## config.mk

```make
export PLATFORM = sky130hd
export DESIGN_NAME = countdown_timer
export DESIGN_NICKNAME = d
export VERILOG_FILES = /design/src/rtl/countdown_timer.sv
export SDC_FILE = /design/constraint.sdc
export NUM_CORES = 1
export LEC_CHECK = 0
export BUFFER_PORTS_ARGS = -buffer_cell sky130_fd_sc_hd__buf_2
export CORE_ASPECT_RATIO = 1.5
export CORE_MARGIN = 8
export CORE_UTILIZATION = 35
export CTS_CLUSTER_SIZE = 12
export DETAILED_ROUTE_END_ITERATION = 10
export RECOVER_POWER = 50
export SYNTH_ARGS = -nofsm -noshare
export SYNTH_HDL_FRONTEND = slang
export SYNTH_SLANG_ARGS = --single-unit
```

## constraint.sdc

```tcl
create_clock -name clk -period 2.4 [get_ports clk]
set_clock_uncertainty 0.05 [all_clocks]
set_input_delay 0.48 -clock clk [delete_from_list [all_inputs] [get_ports clk]]
set_output_delay 0.48 -clock clk [all_outputs]
set_load 0.01 [all_outputs]
```

## src/rtl/countdown_timer.sv

```systemverilog
// rtl/countdown_timer.sv - loadable down-counter with terminal-count pulse and auto-reload
module countdown_timer #(
  parameter int WIDTH = 8
) (
  input  logic             clk,
  input  logic             rst,
  input  logic             load_valid,
  output logic             load_ready,
  input  logic [WIDTH-1:0] load_value,
  input  logic             start,
  input  logic             stop,
  input  logic             en,
  input  logic             auto_reload,
  output logic [WIDTH-1:0] count,
  output logic             busy,
  output logic             tc,
  output logic             err
);

  typedef enum logic [1:0] {
    IDLE  = 2'd0,
    ARMED = 2'd1,
    RUN   = 2'd2,
    DONE  = 2'd3
  } state_t;

  state_t           state;
  state_t           state_nx;
  logic [WIDTH-1:0] reload_reg;
  logic             load_fire;
  logic             at_one;
  logic             at_zero;

  assign load_fire = load_valid && load_ready;
  assign at_one    = (count == WIDTH'(1));
  assign at_zero   = (count == '0);

  // State register
  always_ff @(posedge clk or posedge rst) begin
    if (rst) begin
      state <= IDLE;
    end else begin
      state <= state_nx;
    end
  end

  // Next-state decode; a load always wins over start, stop wins over start/en
  always_comb begin
    state_nx = state;
    case (state)
      IDLE: begin
        if (load_fire) state_nx = ARMED;
      end
      ARMED: begin
        if (load_fire) begin
          state_nx = ARMED;
        end else if (start && !stop) begin
          state_nx = at_zero ? DONE : RUN;
        end
      end
      RUN: begin
        if (stop) begin
          state_nx = ARMED;
        end else if (en && (at_zero || (at_one && !auto_reload))) begin
          state_nx = DONE;
        end
      end
      DONE: begin
        if (load_fire) state_nx = ARMED;
      end
      default: state_nx = IDLE;
    endcase
  end

  // Handshake and status outputs decoded from state
  always_comb begin
    load_ready = (state != RUN);
    busy       = (state == RUN);
  end

  // Count, reload period, terminal-count pulse and sticky error
  always_ff @(posedge clk or posedge rst) begin
    if (rst) begin
      count      <= '0;
      reload_reg <= '0;
      tc         <= 1'b0;
      err        <= 1'b0;
    end else begin
      tc <= 1'b0;
      if (load_fire) begin
        count      <= load_value;
        reload_reg <= load_value;
        err        <= 1'b0;
      end else begin
        case (state)
          IDLE: begin
            if (start) err <= 1'b1;
          end
          ARMED: begin
            // Starting an already-expired period fires immediately
            if (start && !stop && at_zero) tc <= 1'b1;
          end
          RUN: begin
            if (!stop && en) begin
              if (at_one) begin
                tc    <= 1'b1;
                count <= auto_reload ? reload_reg : '0;
              end else if (!at_zero) begin
                count <= count - WIDTH'(1);
              end
            end
          end
          default: ;
        endcase
      end
    end
  end

endmodule

```

# Word-level counts from Yosys, hierarchy flattened
# Cells that the tools add are included.
# classes
n_addsub	1
n_eq_ne	9
muxes	21
reduce_logical	19
# ops
op	count
$mux 8	6
$mux 2	5
$eq 8x1->1 const B	1
$logic_not 8->1	1
$mux 1	8
$reduce_bool 2->1	4
$sub 8x1->8 const B	1
$logic_and 1x1->1	6
$ne 3x3->1 const B	2
$pmux 2 s3	1
$reduce_and 3->1	2
$eq 2x2->1 const B	2
$ne 3x2->1 const B	1
$eq 2x1->1 const B	1
$logic_not 1->1	2
$logic_not 2->1	1
$ne 2x1->1 const B	1
$ne 2x2->1 const B	1
$pmux 1 s2	1
$reduce_and 2->1	1
$reduce_or 2->1	1
$logic_or 1x1->1	1
# word_totals
ff_bits	20
in_bits	15
wordCells	55

# Depth between registers and ports, before layout
# Gate-level depths: netlist of the first run.
# depth
depth_word	7
depth_mapped	9
depth_no_buf	7

# Least setup slack after synthesis of the first run
# OpenSTA, ideal clock, no wires.
# synth_timing
path_type	register to register
startpoint	register state[0]
endpoint	register count[6]
setup_time_ps	128
arrival_ps	1595
path_slack_ps	628
stages_incl_launch_ff	10
n_path_buf	2
period_less_slack_ps	1772
cell_sequence	dfrtp_1 -> inv_1 -> ha_1 -> nor2b_1 -> buf_2 -> a31o_2 -> buf_4 -> nor3_1 -> a221oi_1 -> o2bb2ai_1
# synth_via
word_cells_on_any_way	8
classes_between	3 x eq/ne; 1 x mux; 4 x reduce/logical
# synth_rtl
item	line_no	rtl
start: declaration	27	state_t state;
start signal: assignment	43	state <= state_nx;
$eq 2x2->1	--	
via busy	15	output logic busy,
$reduce_bool 2->1 (no source line)	--	
$reduce_and 3->1 (no source line)	--	
end signal: assignment	91	count <= load_value;
end signal: assignment	107	count <= auto_reload ? reload_reg : '0;
end signal: assignment	109	count <= count - WIDTH'(1);
end: declaration	14	output logic [WIDTH-1:0] count,
# The timed path passes the listed nets, and every way through them passes these cells.
# A chain may end at the register's enable or synchronous reset.

# Final worst setup path of the first run
# layout_timing
startpoint	register state[0]
endpoint	register state[0]
# layout_via
elab_chain_cells	4
word_cells_on_any_way	13
classes_between	7 x eq/ne; 2 x mux; 4 x reduce/logical
# layout_lines
item	line_no	rtl
$eq 2x2->1 (tied with other cells)	50	case (state)
$reduce_or 2->1 (no source line) / $logic_and 1x1->1 (equally long branches)	--	
$ne 2x1->1 (no source line) (tied with other cells)	--	
$reduce_and 3->1 (no source line) / $pmux 2 s3 (equally long branches)	--	
# Several ways; a longest one is shown, not always the timed one.

==> flow_summary.yaml, run 1 <==
clock_tree:
  hold_buffers: 0
  cts.root.buffer_cell: "clkbuf_8"
  cts_sinks: 20
  cts_buffers: 3
  path_clk_slew_ns: 0.08
  cts_setup_buffers: 0
  h-tree-depth: 1
  clk_latency_ns: 0.26
  clk_path_buf_depth: 2
  cts_tree: "done"
  cts_resized: 0
global_routing:
  grt_first_pass_wirelength_mm: 5.264
  track_usage_pct: 11.81
  grt_pass1_vias: 1120
  grt_overflow_total: 0
  antenna_found_initial: 0
  grt_max_degree: 21
routing:
  wirelength_mm: 3.166
  via_count: 1081
  viasPerCell: 5.325
  post_drt_wl_per_cell_um: 15.60
  ant_nets: 0
  first_iter_violations: 47
  first_pass_iters: 4
  drc: 0
setup_path:
  worstSetupPathType: "reg2reg"
  critPathRequiredTime_ns: 2.51
  critPathCapture: "state[0]"
  arrival_ns: 2.01
  end_kind: "register"
  rr_endpoint: "state[0]"
  crit_path_start: "state[0]"
  cp-start-kind: "register"
  worstPathMaxFanout: 9
  worstRegToRegCells: 7
  worstReg2RegStart: "state[0]"
  reg2reg_setup_slack_ns: 0.51
logic_synthesis:
  synth_area_per_cell_sq_um: 8.901
  seq_area_frac_synth_pct: 42.60
  ys_types: 40
  syn_area_sq_um: 1175
  ys_warn_count: 0
  synthCells: 132
  syn-num-nets: 152
  synth-seq-cells: 20
job:
  maxCapViolations: 0
status:
  outcome: "finished, final reports clean"
die:
  die_y_um: 86.96
  die-area_sq_um: 5505
  rows: 26
  die_width_um: 63.31
  core_sq_um: 3318
  initial_core_util_pct: 35.41
  ioPinCount: 27
final_layout:
  fillers: 362
  syn_to_final_growth_pct: 19.49
  layout-drive-gt1-share_pct: 21.12
  fin_area_sq_um: 1404
  final_common_cell: "nand2_1"
  n_antenna_cell: 0
  final_nets: 182
  fin_util_pct: 42.31
  layout.cells.most_common_list: "nand2_1, dfrtp_1, buf_2"
sta:
  worst_slew_pin_slew_ns: 0.8102
  fmax_mhz: 528.4
  slew_violations: 0
  rsz0062_at_grt: "no"
  fin_tns_setup_ns: 0
  hold_viol_final: 0
  finalCritPeriodShare_pct: 78.86
  setup_violations: 0
  slew_headroom_pct: 45.93
  min_period_ns: 1.893
  hold_slack_ns: 0.3149
placed_design:
  gp_routability_congestion: 0.8152
  dpl_cell_area_sq_um: 1356
  dpl.hpwl_mm: 2.405
  port_buffers: 26
pwr:
  p_per_area_nw_per_um2: 1065
  vdd_drop_max_v: 0.0004914
  leakage_nw: 0.6349
  p_total_mw: 1.496
worst_hold_path:
  hp-class: "in2async"
cell families after synthesis:
logic type               after synthesis  share of synthesized area [%]
AND/OR/NAND/NOR                       58                          25.45
AO/OA/AOI/OAI                         36                          20.88
flip-flops                            20                          42.60
buffers and inverters                 11                          4.259
adder cells (fa/ha/maj)                5                          5.325
XOR/XNOR                               2                          1.491
synthesized netlist by cell type (all sizes together):
cell type,number,area share [%]
a2111oi,1,0.75
inv,7,2.2
a31o,2,1.5
a41oi,1,0.75
a2bb2oi,1,0.75
clkbuf,1,0.32
o2bb2ai,1,0.75
nor3,7,4.4
a211oi,1,0.64
o21ai,11,4.7
o41ai,1,0.75
or4,1,0.96
nand2,27,8.6
nor3b,1,1.6
o2111ai,1,0.75
a31oi,2,1.1
buf,3,1.7
dfrtp,20,43
nor2b,2,1.1
ha,5,5.3
a221oi,2,1.5
a32oi,1,0.75
nand4b,1,0.75
a21oi,6,2.6
a222oi,1,0.85
xnor2,2,1.5
a22o,1,0.75
nor2,12,3.8
nand4bb,1,0.96
a211o,1,0.75
nand2b,1,0.53
o31ai,1,0.64
o22a,1,0.75
or3,2,1.1
nand3,3,1.7
power by group:
part	leakage, nW	internal (mW)	switching, mW	total [mW]
sequential	0.242	0.449	0.149	0.599
combinational	0.364	0.268	0.370	0.637
clock	0.0288	0.146	0.114	0.260
critical path, cell delays in order, from the launching register on:
cell	delay [ns]
dfrtp_1	0.43
inv_1	0.06
ha_1	0.22
nor2b_1	0.23
buf_4	0.22
a2bb2oi_1	0.29
nor2_1	0.08
a41oi_1	0.21
routing by layer:
metal	GRT usage [%]	vias up	part of all wire [%]
met5	0	-	0
met4	3.666	0	1.2
met3	2.964	4	4.0
met2	22.26	20	54
met1	12.43	527	41
li1	-	530	-
worst min path at each step:
stage,endpoint,from,depth (start not counted),slack [ns]
after floorplan,count[0],rst,1,0.39
after global placement,reload_reg[1],reload_reg[1],2,0.41
after detailed placement,reload_reg[0],reload_reg[0],2,0.42
after CTS,count[5],rst,2,0.35
after global routing,reload_reg[6],load_value[6],3,0.38
final,reload_reg[6],rst,2,0.31
stage by stage:
stage | cells | worst slack, ns
6_report | 203 | 0.5074
4_1_cts | 203 | 0.4897
3_3_place_gp | 199 | 0.5454
2_1_floorplan | 132 | 0.6276
3_5_place_dp | 199 | 0.5146
5_1_grt | 203 | 0.3405
final cells by class:
type | count | area [sq um] | area share, %
Sequential cell | 20 | 500.5 | 35.65
Clock buffer | 4 | 55.05 | 3.922
Inverter | 7 | 26.28 | 1.872
Multi-Input combinational cell | 101 | 624.3 | 44.47
Tap cell | 42 | 52.55 | 3.743
Timing Repair Buffer | 29 | 145.1 | 10.34
No activity file was read; power rests on OpenSTA's default activity.
==> run 2: changes to the inputs <==
- clock period: 2.4 -> 1.9 ns (I/O delays scaled with it)
==> run 2 against run 1 <==
Sequential power rose by 26%. Sequential cell count did not move. First-iteration DRC count fell by 36%. Cell area rose by 4.6%. Register-to-register slack got worse by 0.39 ns. Critical path type unchanged. Critical path depth did not move. Combinational power rose by 38%.
==> flow_summary.yaml, run 2 (synthesis results as in run 1) <==
status:
  outcome: "finished, final reports clean"
clock_tree:
  cts_buffers: 3
  cts_sinks: 20
  h-tree-depth: 1
  clk_path_buf_depth: 2
  clk_latency_ns: 0.26
  cts.root.buffer_cell: "clkbuf_8"
  hold_buffers: 0
  cts_tree: "done"
  path_clk_slew_ns: 0.07
sta:
  min_period_ns: 1.781
  hold_slack_ns: 0.2819
  layout_setup_ws_ns: 0.1190
  hold_viol_final: 0
  setup_violations: 0
  slew_headroom_pct: 27.27
  worst_slew_pin_slew_ns: 1.091
  slew_violations: 0
  rsz0062_at_grt: "no"
  fmax_mhz: 561.5
  finalCritPeriodShare_pct: 93.74
  fin_tns_setup_ns: 0
placed_design:
  dpl.hpwl_mm: 2.388
  gp_routability_congestion: 0.7587
  port_buffers: 26
  dpl_worst_slack_ns: 0.1124
die:
  die_width_um: 63.31
  die-area_sq_um: 5505
  initial_core_util_pct: 35.41
  core_sq_um: 3318
  rows: 26
  die_y_um: 86.96
  ioPinCount: 27
final_layout:
  fin_util_pct: 44.27
  layout-drive-gt1-share_pct: 25.30
  final_nets: 187
  syn_to_final_growth_pct: 25.03
  fillers: 352
  layout.cells.most_common_list: "nand2_1, buf_2, dfrtp_1"
  final_common_cell: "nand2_1"
  multi_input_area_sq_um: 654.4
  seq_area_sq_um: 500.5
  n_antenna_cell: 0
routing:
  via_count: 1090
  first_iter_violations: 30
  post_drt_wl_per_cell_um: 14.88
  first_pass_iters: 4
  ant_nets: 0
  wirelength_mm: 3.095
  viasPerCell: 5.240
  drc: 0
worst_hold_path:
  hp-class: "in2reg"
job:
  maxCapViolations: 0
setup_path:
  worstPathMaxFanout: 11
  critical_path.top_delay_family: "flip-flops"
  worstSetupPathType: "reg2reg"
  crit_path_cell_trace: "inv_1 -> ha_1 -> nand4b_1 -> a31oi_1 -> buf_4 -> nor2_1 -> a32oi_1"
  arrival_ns: 1.91
  path_buf_inv: 2
  cp_slowest_stage_delay_ns: 0.41
  end_kind: "register"
  cp-start-kind: "register"
  crit_slowest_cell: "dfrtp_1"
  critPathRequiredTime_ns: 2.03
global_routing:
  track_usage_pct: 11.64
  grt_first_pass_wirelength_mm: 5.175
  grt_max_degree: 21
  grt_overflow_total: 0
  grt_pass1_vias: 1143
  antenna_found_initial: 0
pwr:
  p_total_mw: 1.956
  vdd_drop_max_v: 0.0007005
  leakage_nw: 0.6702
  p_per_area_nw_per_um2: 1331
-- run 2: cell types whose count changed in the layout (fill, tap and decap cells not counted) --
cell,previous run,this run
nor3_2,1,0
buf_4,3,5
a2bb2oi_2,0,1
nor2b_1,2,1
buf_2,20,21
nor3_4,1,2
nor2_1,12,11
nor2_2,0,1
clkbuf_1,6,7
o41ai_1,1,0
buf_6,0,1
o41ai_2,0,1
nor2b_4,0,1
a2bb2oi_1,1,0
-- run 2: metrics by stage --
stage,instance area [sq um],instances
floorplan,1175,132
global placement,1386,203
detailed placement,1386,203
CTS,1441,207
global route,1469,208
finish,1469,208
-- run 2: layout make-up --
cell class	instances	area share, %
repair buffers	34	12.27
clock buffers	4	3.748
well taps	42	3.578
inverters	7	1.789
multi-input cells	101	44.55
flip-flops and latches	20	34.07
-- run 2: report_power, final --
part           internal (mW)  switching [mW]
registers              0.568           0.188
logic                  0.385           0.494
clock network          0.184           0.135
total                   1.14           0.818
-- run 2: worst paths after layout --
path,start,end,slack (ns),depth (start not counted)
min in group asynchronous,rst,err,0.40,3
max,count[1],count[1],0.12,7
max reg2reg,count[1],count[1],0.12,7
max in group asynchronous,rst,state[1],0.75,3
min reg2reg,reload_reg[3],reload_reg[3],0.43,2
min,load_value[3],reload_reg[3],0.28,3
-- run 2: timing repair --
item	in CTS	in global routing
resized for setup	0	7
setup endpoints to repair	0	6
setup buffers	0	1
-- run 2: worst register-to-register path: cells and delay by family (launching register included) --
kind	cells	cell delay, ns
compound gates	2	0.40
fa+ha+maj	1	0.26
buf+inv	2	0.31
flops	1	0.41
simple gates	2	0.28
-- run 2: metal layers --
metal	part of all wire, %	track usage [%]	vias up
met3	4.2	2.964	5
li1	-	-	539
met1	40	11.95	520
met2	54	21.42	26
met5	0	0	-
met4	1.7	5.499	0
